--- config.mk ---
export PLATFORM = sky130hd
export DESIGN_NAME = guess_result_display
export DESIGN_NICKNAME = d
export VERILOG_FILES = /design/src/rtl/guess_pkg.sv /design/src/rtl/guess_popcount6.sv /design/src/rtl/guess_result_display.sv
export SDC_FILE = /design/constraint.sdc
export NUM_CORES = 1
export LEC_CHECK = 0
export ABC_AREA = 1
export CORE_AREA = 2 2 78 80
export DETAILED_ROUTE_END_ITERATION = 10
export DIE_AREA = 0 0 80 82
export SLEW_MARGIN = 20
export SYNTH_ARGS = -nofsm -noshare
export SYNTH_HDL_FRONTEND = slang
export SYNTH_SLANG_ARGS = --single-unit
--- constraint.sdc ---
create_clock -name clk -period 2.5 [get_ports clk]
set_clock_uncertainty 0.2 [all_clocks]
set_input_delay 0.625 -clock clk [delete_from_list [all_inputs] [get_ports clk]]
set_output_delay 0.625 -clock clk [all_outputs]
set_load 0.01 [all_outputs]
--- src/rtl/guess_pkg.sv ---
`default_nettype none
// +--------------------------------------------------------------------------+
// | Module   : guess_pkg                                                      |
// | Brief    : Shared types and 7-segment constants for the guess display.   |
// | Revision : 1.0                                                           |
// +--------------------------------------------------------------------------+
package guess_pkg;

    localparam int WIDTH_GUESS = 6;

    typedef enum logic [1:0] {
        IDLE = 2'd0,
        HINT = 2'd1,
        WIN  = 2'd2,
        LOSE = 2'd3
    } state_e;

    // Segment order is {g,f,e,d,c,b,a}, active-high.
    localparam logic [6:0] SEG_DIGIT [0:5] = '{7'h3F, 7'h06, 7'h5B, 7'h4F, 7'h66, 7'h6D};
    localparam logic [6:0] SEG_L     = 7'h38;
    localparam logic [6:0] SEG_DASH  = 7'h40;
    localparam logic [6:0] SEG_ALL   = 7'h7F;
    localparam logic [6:0] SEG_BLANK = 7'h00;

    function automatic logic [6:0] digit_to_seg(input logic [2:0] digit);
        logic [6:0] seg;
        case (digit)
            3'd0:    seg = SEG_DIGIT[0];
            3'd1:    seg = SEG_DIGIT[1];
            3'd2:    seg = SEG_DIGIT[2];
            3'd3:    seg = SEG_DIGIT[3];
            3'd4:    seg = SEG_DIGIT[4];
            3'd5:    seg = SEG_DIGIT[5];
            default: seg = SEG_BLANK;
        endcase
        return seg;
    endfunction

endpackage : guess_pkg
`default_nettype wire

--- src/rtl/guess_popcount6.sv ---
`default_nettype none
// +--------------------------------------------------------------------------+
// | Module   : guess_popcount6                                                |
// | Brief    : Counts set bits of the checker match vector (0..6).           |
// | Revision : 1.0                                                           |
// +--------------------------------------------------------------------------+
module guess_popcount6
    import guess_pkg::*;
(
    input  logic [WIDTH_GUESS-1:0] bits,
    output logic [2:0]             count
);

    always_comb begin
        count = 3'd0;
        for (int i = 0; i < WIDTH_GUESS; i++) begin
            count = count + {2'b00, bits[i]};
        end
    end

endmodule : guess_popcount6
`default_nettype wire

--- src/rtl/guess_result_display.sv ---
`default_nettype none
// +--------------------------------------------------------------------------+
// | Module   : guess_result_display                                          |
// | Brief    : Turns checker results into a timed hint digit, win blink or   |
// |            lose glyph on a registered 7-segment display.                 |
// | Revision : 1.0                                                           |
// +--------------------------------------------------------------------------+
module guess_result_display
    import guess_pkg::*;
#(
    parameter int HOLD_CYCLES = 1024,
    parameter int BLINK_HALF  = 256,
    parameter int WIN_BLINKS  = 4
) (
    input  logic                   clk,
    input  logic                   rst,
    input  logic                   result_valid,
    input  logic [WIDTH_GUESS-1:0] result,
    input  logic                   lose,
    output logic [6:0]             seg,
    output logic                   dp,
    output logic                   busy
);

    localparam int TIMER_MAX = (HOLD_CYCLES > BLINK_HALF) ? HOLD_CYCLES : BLINK_HALF;
    localparam int TW        = $clog2(TIMER_MAX + 1);
    localparam int BW        = $clog2(WIN_BLINKS + 1);

    localparam logic [TW-1:0] HOLD_LAST  = TW'(HOLD_CYCLES - 1);
    localparam logic [TW-1:0] HALF_LAST  = TW'(BLINK_HALF - 1);
    localparam logic [BW-1:0] BLINK_LAST = BW'(WIN_BLINKS - 1);

    state_e          state_q, state_d;
    logic [TW-1:0]   timer_q, timer_d;
    logic [BW-1:0]   blink_q, blink_d;
    logic            phase_q, phase_d;
    logic [2:0]      digit_q, digit_d;
    logic [6:0]      seg_q,   seg_d;
    logic            dp_q,    dp_d;
    logic            busy_q,  busy_d;

    logic [2:0]      pop_count;
    logic            accept;
    state_e          class_state;

    guess_popcount6 u_popcount (
        .bits  (result),
        .count (pop_count)
    );

    // The win animation is never interrupted; every other state takes a strobe.
    assign accept = result_valid && (state_q != WIN);

    always_comb begin
        if (lose) begin
            class_state = LOSE;
        end else if (pop_count == 3'd6) begin
            class_state = WIN;
        end else begin
            class_state = HINT;
        end
    end

    // State register
    always_ff @(posedge clk or negedge rst) begin
        if (!rst) begin
            state_q <= IDLE;
            timer_q <= '0;
            blink_q <= '0;
            phase_q <= 1'b0;
            digit_q <= 3'd0;
            seg_q   <= SEG_DASH;
            dp_q    <= 1'b0;
            busy_q  <= 1'b0;
        end else begin
            state_q <= state_d;
            timer_q <= timer_d;
            blink_q <= blink_d;
            phase_q <= phase_d;
            digit_q <= digit_d;
            seg_q   <= seg_d;
            dp_q    <= dp_d;
            busy_q  <= busy_d;
        end
    end

    // Next-state logic
    always_comb begin
        state_d = state_q;
        timer_d = timer_q;
        blink_d = blink_q;
        phase_d = phase_q;
        digit_d = digit_q;

        case (state_q)
            IDLE, HINT, LOSE: begin
                if (accept) begin
                    // A strobe on the expiry edge takes priority over returning to IDLE.
                    state_d = class_state;
                    timer_d = '0;
                    blink_d = '0;
                    phase_d = 1'b1;
                    digit_d = pop_count;
                end else if (state_q != IDLE) begin
                    if (timer_q == HOLD_LAST) begin
                        state_d = IDLE;
                        timer_d = '0;
                    end else begin
                        timer_d = timer_q + 1'b1;
                    end
                end
            end
            WIN: begin
                if (timer_q == HALF_LAST) begin
                    timer_d = '0;
                    phase_d = ~phase_q;
                    // A full period ends at the close of each off phase.
                    if (!phase_q) begin
                        if (blink_q == BLINK_LAST) begin
                            state_d = IDLE;
                            blink_d = '0;
                        end else begin
                            blink_d = blink_q + 1'b1;
                        end
                    end
                end else begin
                    timer_d = timer_q + 1'b1;
                end
            end
            default: begin
                state_d = IDLE;
                timer_d = '0;
                blink_d = '0;
                phase_d = 1'b0;
            end
        endcase
    end

    // Output logic, decoded from the next state so the pins register alongside it
    always_comb begin
        seg_d  = SEG_DASH;
        dp_d   = 1'b0;
        busy_d = (state_d != IDLE);
        case (state_d)
            IDLE: seg_d = SEG_DASH;
            HINT: seg_d = digit_to_seg(digit_d);
            LOSE: seg_d = SEG_L;
            WIN: begin
                seg_d = phase_d ? SEG_ALL : SEG_BLANK;
                dp_d  = phase_d;
            end
            default: seg_d = SEG_DASH;
        endcase
    end

    assign seg  = seg_q;
    assign dp   = dp_q;
    assign busy = busy_q;

endmodule : guess_result_display
`default_nettype wire

### Yosys cells after proc, flatten, opt, wreduce, memory -nomap -nowiden

Cells that the tools add are included.
Widths: inputs -> output; s select.

* muxes and demuxes: 28
* eq/ne operators: 20
* reduce and logical (&&, ||, !) cells: 8
* $add $sub $neg: 7
* bitwise logic cells: 1

Operators with widths (number)
* $mux 11: 4
* $pmux 7 s6: 1
* $pmux 7 s4: 1
* $pmux 11 s2: 1
* $mux 3: 6
* $mux 2: 8
* $add 3x1->3: 4
* $add 11x1->11 const B: 1
* $eq 11x10->1 const B: 1
* $eq 11x8->1 const B: 1
* $eq 3x2->1 const B: 3
* $eq 3x3->1 const B: 3
* $eq 2x2->1 const B: 4
* $ne 2x2->1 const B: 4
* $mux 7: 1
* $pmux 3 s2: 1
* $eq 2x1->1 const B: 2
* $logic_not 2->1: 2
* $pmux 2 s2: 1
* $reduce_bool 2->1: 2
* $add 3x1->3 const B: 1
* $eq 3x1->1 const B: 1
* $logic_not 3->1: 1
* $mux 1: 3
* other kinds (7): 7

* register bits after elaboration: 29
* output and inout port bits: 9
* logic and storage cells: 72

### Logic depth before layout (Yosys ltp)

* depth after elaboration: 12
* mapped depth: 14

### Modules after synthesis

From an unflattened synthesis, not the netlist that was laid out.

* cells, all modules: 192
* area total of the unflattened synthesis: 1640.3 um^2

Modules (own cells, without submodules)
* guess_result_display: times used 1, cells each 183, area each 1549.0 um^2
* guess_popcount6: times used 1, cells each 9, area each 91.3 um^2

### Worst setup path after synthesis

OpenSTA, ideal clock, no wires.

* path type: input-to-reg
* start point: input port result[0]
* end point: register seg_q[3] (netlist: seg[3])
* path slack: -0.688 ns
* cell stages on the path: 13
* data arrival time: 2.869 ns
* data required time: 2.181 ns
* path through: ha_1 inv_1 fa_1 fa_1 fa_1 nor2_1 nand2_1 o21ai_2 nand2_4 inv_2 nand3_1 nand2_2 nand2_1

* cells in the longest elaborated chain, start to end: 12
* elaborated cells between the ends (all ways): 24

Ends and longest elaborated chain
* start, declared: RTL line guess_result_display.sv:18 `input logic [WIDTH_GUESS-1:0] result,`
* $add 1x1->2 *: RTL line guess_popcount6.sv:17 `count = count + {2'b00, bits[i]};`
* $add 3x1->3 * (4 in a row): RTL line guess_popcount6.sv:17
* $eq 3x3->1 *: RTL line guess_result_display.sv:57 `end else if (pop_count == 3'd6) begin`
* $mux 2 *: RTL line guess_result_display.sv:57
* $mux 2 *: RTL line guess_result_display.sv:55 `if (lose) begin`
* $mux 2 *: RTL line guess_result_display.sv:97 `if (accept) begin`
* $pmux 2 s2 *: RTL line guess_result_display.sv:95 `case (state_q)`
* via state_d[0]: RTL line guess_result_display.sv:33 `state_e state_q, state_d;`
* $eq 2x2->1, or another cell as far along: RTL line guess_result_display.sv:144 `case (state_d)`
* $pmux 7 s4 *: RTL line guess_result_display.sv:144
* via seg_d[3]: RTL line guess_result_display.sv:38 `logic [6:0] seg_q, seg_d;`
* end signal, assigned: RTL line guess_result_display.sv:81 `seg_q <= seg_d;`
* end, declared: RTL line guess_result_display.sv:38

The timed path passes the listed nets; every way through them passes the cells marked *.
A chain may end at the register's enable or synchronous reset.

### Worst setup path after layout

* start point: input port result[0]
* end point: register seg_q[1] (netlist: seg[1])

* elaborated cells between the ends (all ways): 24

RTL lines
* $add 1x1->2 *: RTL line guess_popcount6.sv:17
* $add 3x1->3 * (4 in a row): RTL line guess_popcount6.sv:17
* $mux 3 *: RTL line guess_result_display.sv:97
* $mux 3 *: RTL line guess_result_display.sv:95
* via digit_d[1]: RTL line guess_result_display.sv:37 `logic [2:0] digit_q, digit_d;`
* $eq 3x3->1, or another cell as far along: RTL line guess_pkg.sv:27 `case (digit)`
* $pmux 7 s6 *: RTL line guess_pkg.sv:27
* $pmux 7 s4 *: RTL line guess_result_display.sv:144
* via seg_d[1]: RTL line guess_result_display.sv:38

Marked as above.

==> key figures <==
STA
  • Post-route setup slack: -558 ps
  • Tightest slew margin relative to the limit: 73.9%
  • Final total negative setup slack: -5650 ps
  • Timing-limited maximum frequency: 327 MHz
  • Number of max-slew violations in the final report: 0
  • Final period demand of the worst path: 3060 ps
  • Transition at the pin with the smallest max-transition slack: 391 ps
  • Number of failing hold endpoints at the final stage: 0
  • Final clock period utilization by the worst path: 122%
  • Number of failing setup endpoints in the final timing report: 14
  • RSZ-0062 raised after global routing: yes

Floorplanning
  • Total Die Area: 6560 um^2
  • Num rows: 28
  • Effective utilization at floorplan: 28.1%
  • Placeable core region: 5750 um^2
  • Top-level port count: 19
  • Die Span X: 80 um
  • DIE HEIGHT: 82 um

Synth
  • Largest family of logic cells by synthesized area: simple AND/OR/NAND/NOR gates
  • Ys async rst share: 100%
  • Synth top cells by count: sky130_fd_sc_hd__nand2_1, sky130_fd_sc_hd__dfrtp_1, sky130_fd_sc_hd__inv_1
  • Number of flops mapped to enable cells by yosys: 0
  • Synth top area share: 43.4%
  • Mean instance size in the synthesized netlist: 8.23 um^2
  • Simple-Gate Fraction of Synth Area: 33.8%
  • Mapped Cells: 196
  • Post-synthesis cell type count: 26
  • Xor/xnor share of the synthesized area: 2.72%
  • Main flop type after synthesis: sky130_fd_sc_hd__dfrtp_1
  • Nets in the synthesized netlist: 212
  • Post-synthesis register bit count: 29
  • Adder and majority gate portion of the synthesized area: 6.05%
  • Most instantiated library cell after synthesis: sky130_fd_sc_hd__nand2_1
  • Leading area contributor after synthesis: sky130_fd_sc_hd__dfrtp_1
  • Cell area after technology mapping: 1610 um^2
  • Post-synthesis mux area share: 0%
  • Sequential area share after synthesis: 45.1%
  • Yosys synthesis warning count: 0
  • Area contributors post-synth: sky130_fd_sc_hd__dfrtp_1, sky130_fd_sc_hd__nand2_1, sky130_fd_sc_hd__inv_1
  • Compound-gate portion of the synthesized area: 4.42%

Setup path
  • Capturing element type of the critical path: register
  • Setup slack of the most critical reg-to-reg path: 690 ps
  • Crit Path Category: primary input to register
  • CP Data Arrival Time: 3080 ps
  • Worst endpoint required time: 2520 ps
  • Kind of start point of the critical path: primary input
  • Critical-path maximum fanout: 4

Place
  • HPWL after detailed placement: 2340 um
  • Worst-case setup slack after placement: -1220 ps
  • Placed cell count: 298
  • Final Wtd Congestion: 0.793
  • Quantity of I/O buffers inserted on ports: 18

Clock network
  • TritonCTS clock tree: yes
  • Depth of the CTS H-tree: 2
  • Num CTS Buffers: 5
  • Clock latency of the later-clocked register in the worst-skew pair: 280 ps
  • Reg clk slew, reported paths: 70 ps
  • Sinks on Clock Net: 29
  • Buffer cell driving the clock tree root: sky130_fd_sc_hd__clkbuf_8
  • Hold buffers post-CTS: 0
  • Maximum buffer depth of the clock tree: 2

Global route
  • Pin count of the biggest net entering global routing: 30
  • First-pass GRT wire length: 5940 um
  • Global-route usage over all layers: 11.7%
  • Number of global-route vias before repair: 1333
  • Overall overflow remaining after global route: 0
  • Antenna violations before repair: 0

Cells and area
  • Final layout net count: 249
  • Antenna diode count: 0
  • Number of filler cells placed in the layout: 609
  • Final cell count without fillers: 309
  • FF+latch area: 727 um^2
  • Area added between synthesis and finish: 35.6%
  • Share of post-route cells with drive strength above 1: 29.5%
  • Multi-input logic area: 826 um^2

Detailed routing
  • Total detailed-routing wirelength: 3210 um
  • Number of vias in the routed layout: 1333
  • Remaining design rule violation count: 0
  • DR WL/cell: 10.4 um
  • First-pass detailed-route iteration total: 4
  • Post-DRT Antenna Nets: 0
  • Vias per inst: 4.31
  • Number of DRC violations after detailed-routing iteration 0: 61

Worst hold path
  • Worst min path class: register to register

Power and ir drop
  • Worst VDD drop: 0.517 mV
  • Power per Cell Area: 979 nW/um^2
  • Leakage Power: 1.04 nW

Flow run
  • Max-cap violations: 0

Outcome
  • Violated checks: setup timing
  • Outcome: finished, violations left
==> sequential cells by signal (all words and copies together) (netlist names) <==
signal / cells
timer_q: 11
seg: 7
blink_q: 3
digit_q: 3
state_q: 2
busy: 1
dp: 1
phase_q: 1
==> through the flow <==
step	instance area (um^2)	hold slack [ps]	utilization, %	power, mW
finish	2190	318	38.1	2.14
global route	2190	346	38.1	2.31
CTS	2170	329	37.8	2.14
detailed placement	1990	314	34.6	1.53
global placement	1990	303	34.6	1.52
floorplan	1650	129	-	1.18
==> critical path: stages <==
cell,delay [ps]
sky130_fd_sc_hd__buf_6,90
sky130_fd_sc_hd__ha_4,250
sky130_fd_sc_hd__inv_2,30
sky130_fd_sc_hd__fa_1,450
sky130_fd_sc_hd__fa_2,350
sky130_fd_sc_hd__fa_2,540
sky130_fd_sc_hd__nand3_1,90
sky130_fd_sc_hd__nand2_2,120
sky130_fd_sc_hd__inv_2,60
sky130_fd_sc_hd__o21ai_0,190
sky130_fd_sc_hd__nand3_1,160
sky130_fd_sc_hd__nand2_2,100
==> layer usage <==
layer / wire length [um] / global-route usage, %
met5: 0 / 0
met4: 74 / 5.76
met3: 113 / 3.08
met2: 1530 / 18.8
met1: 1490 / 14.4
==> what timing repair did <==
| action | in CTS | in global routing |
|---|---|---|
| resized for setup | 25 | 4 |
| endpoints found under the setup margin | 14 | 14 |
| pin swaps | 17 | 10 |
| buffers inserted | 4 | 0 |
==> report_power, final <==
group / switching, mW / internal, mW / total, mW
registers: 0.0536 / 0.603 / 0.657
clock network: 0.181 / 0.324 / 0.505
logic: 0.539 / 0.440 / 0.979
total: 0.774 / 1.37 / 2.14
==> worst paths after layout <==
check | cells past startpoint | from | end
max reg2reg | 12 | timer_q[1] | seg[1]
min | 2 | timer_q[1] | timer_q[1]
min reg2reg | 2 | timer_q[1] | timer_q[1]
max in group asynchronous | 2 | rst | seg[6]
min in group asynchronous | 2 | rst | timer_q[1]
max | 12 | result[0] | seg[1]
==> cell families after synthesis <==
logic type | after synthesis
compound gates | 11
fa+ha+maj | 6
buf+inv | 34
xor+xnor | 5
flops | 29
simple gates | 111
==> placed cells by master, fill, tap and decap left out <==
| cell type | netlist | layout |
|---|---|---|
| sky130_fd_sc_hd__clkinvlp_4 | 0 | 1 |
| sky130_fd_sc_hd__nor2_1 | 21 | 21 |
| sky130_fd_sc_hd__xnor2_1 | 2 | 2 |
| sky130_fd_sc_hd__inv_2 | 7 | 10 |
| sky130_fd_sc_hd__nor2_4 | 2 | 2 |
| sky130_fd_sc_hd__inv_1 | 26 | 20 |
| sky130_fd_sc_hd__o21ai_1 | 1 | 1 |
| sky130_fd_sc_hd__clkbuf_8 | 0 | 6 |
| sky130_fd_sc_hd__xor2_1 | 3 | 3 |
| sky130_fd_sc_hd__a21boi_0 | 1 | 1 |
| sky130_fd_sc_hd__buf_6 | 0 | 6 |
| sky130_fd_sc_hd__nand2_1 | 49 | 44 |
| sky130_fd_sc_hd__clkinv_1 | 1 | 1 |
| sky130_fd_sc_hd__dlygate4sd2_1 | 0 | 2 |
| sky130_fd_sc_hd__clkdlybuf4s50_1 | 0 | 14 |
| sky130_fd_sc_hd__nand2_4 | 4 | 7 |
| sky130_fd_sc_hd__fa_1 | 3 | 1 |
| sky130_fd_sc_hd__a31oi_1 | 1 | 1 |
| sky130_fd_sc_hd__o22ai_1 | 2 | 2 |
| sky130_fd_sc_hd__nor2_2 | 3 | 3 |
| sky130_fd_sc_hd__o21bai_1 | 1 | 1 |
| sky130_fd_sc_hd__dfstp_2 | 1 | 1 |
| sky130_fd_sc_hd__nand3_2 | 2 | 4 |
| sky130_fd_sc_hd__nand3_4 | 1 | 2 |
| sky130_fd_sc_hd__o21ai_0 | 3 | 3 |
| sky130_fd_sc_hd__nand4_1 | 3 | 3 |
| sky130_fd_sc_hd__bufinv_16 | 0 | 1 |
| sky130_fd_sc_hd__ha_1 | 3 | 2 |
| sky130_fd_sc_hd__dfrtp_1 | 28 | 28 |
| sky130_fd_sc_hd__fa_2 | 0 | 2 |
| sky130_fd_sc_hd__inv_4 | 0 | 3 |
| sky130_fd_sc_hd__buf_4 | 0 | 8 |
| sky130_fd_sc_hd__o21ai_2 | 2 | 2 |
| sky130_fd_sc_hd__nand3_1 | 18 | 15 |
| sky130_fd_sc_hd__ha_4 | 0 | 1 |
| sky130_fd_sc_hd__nand2_2 | 8 | 10 |
==> cell type report <==
| class | instances | share of cell area [%] |
|---|---|---|
| clock buffers | 6 | 3.78 |
| repair buffers | 30 | 13.0 |
| flip-flops and latches | 29 | 33.2 |
| multi-input cells | 133 | 37.8 |
| inverters | 34 | 6.18 |
| well taps | 75 | 4.29 |
| clock inverters | 2 | 1.72 |
(Power assumes the default switching activity.)
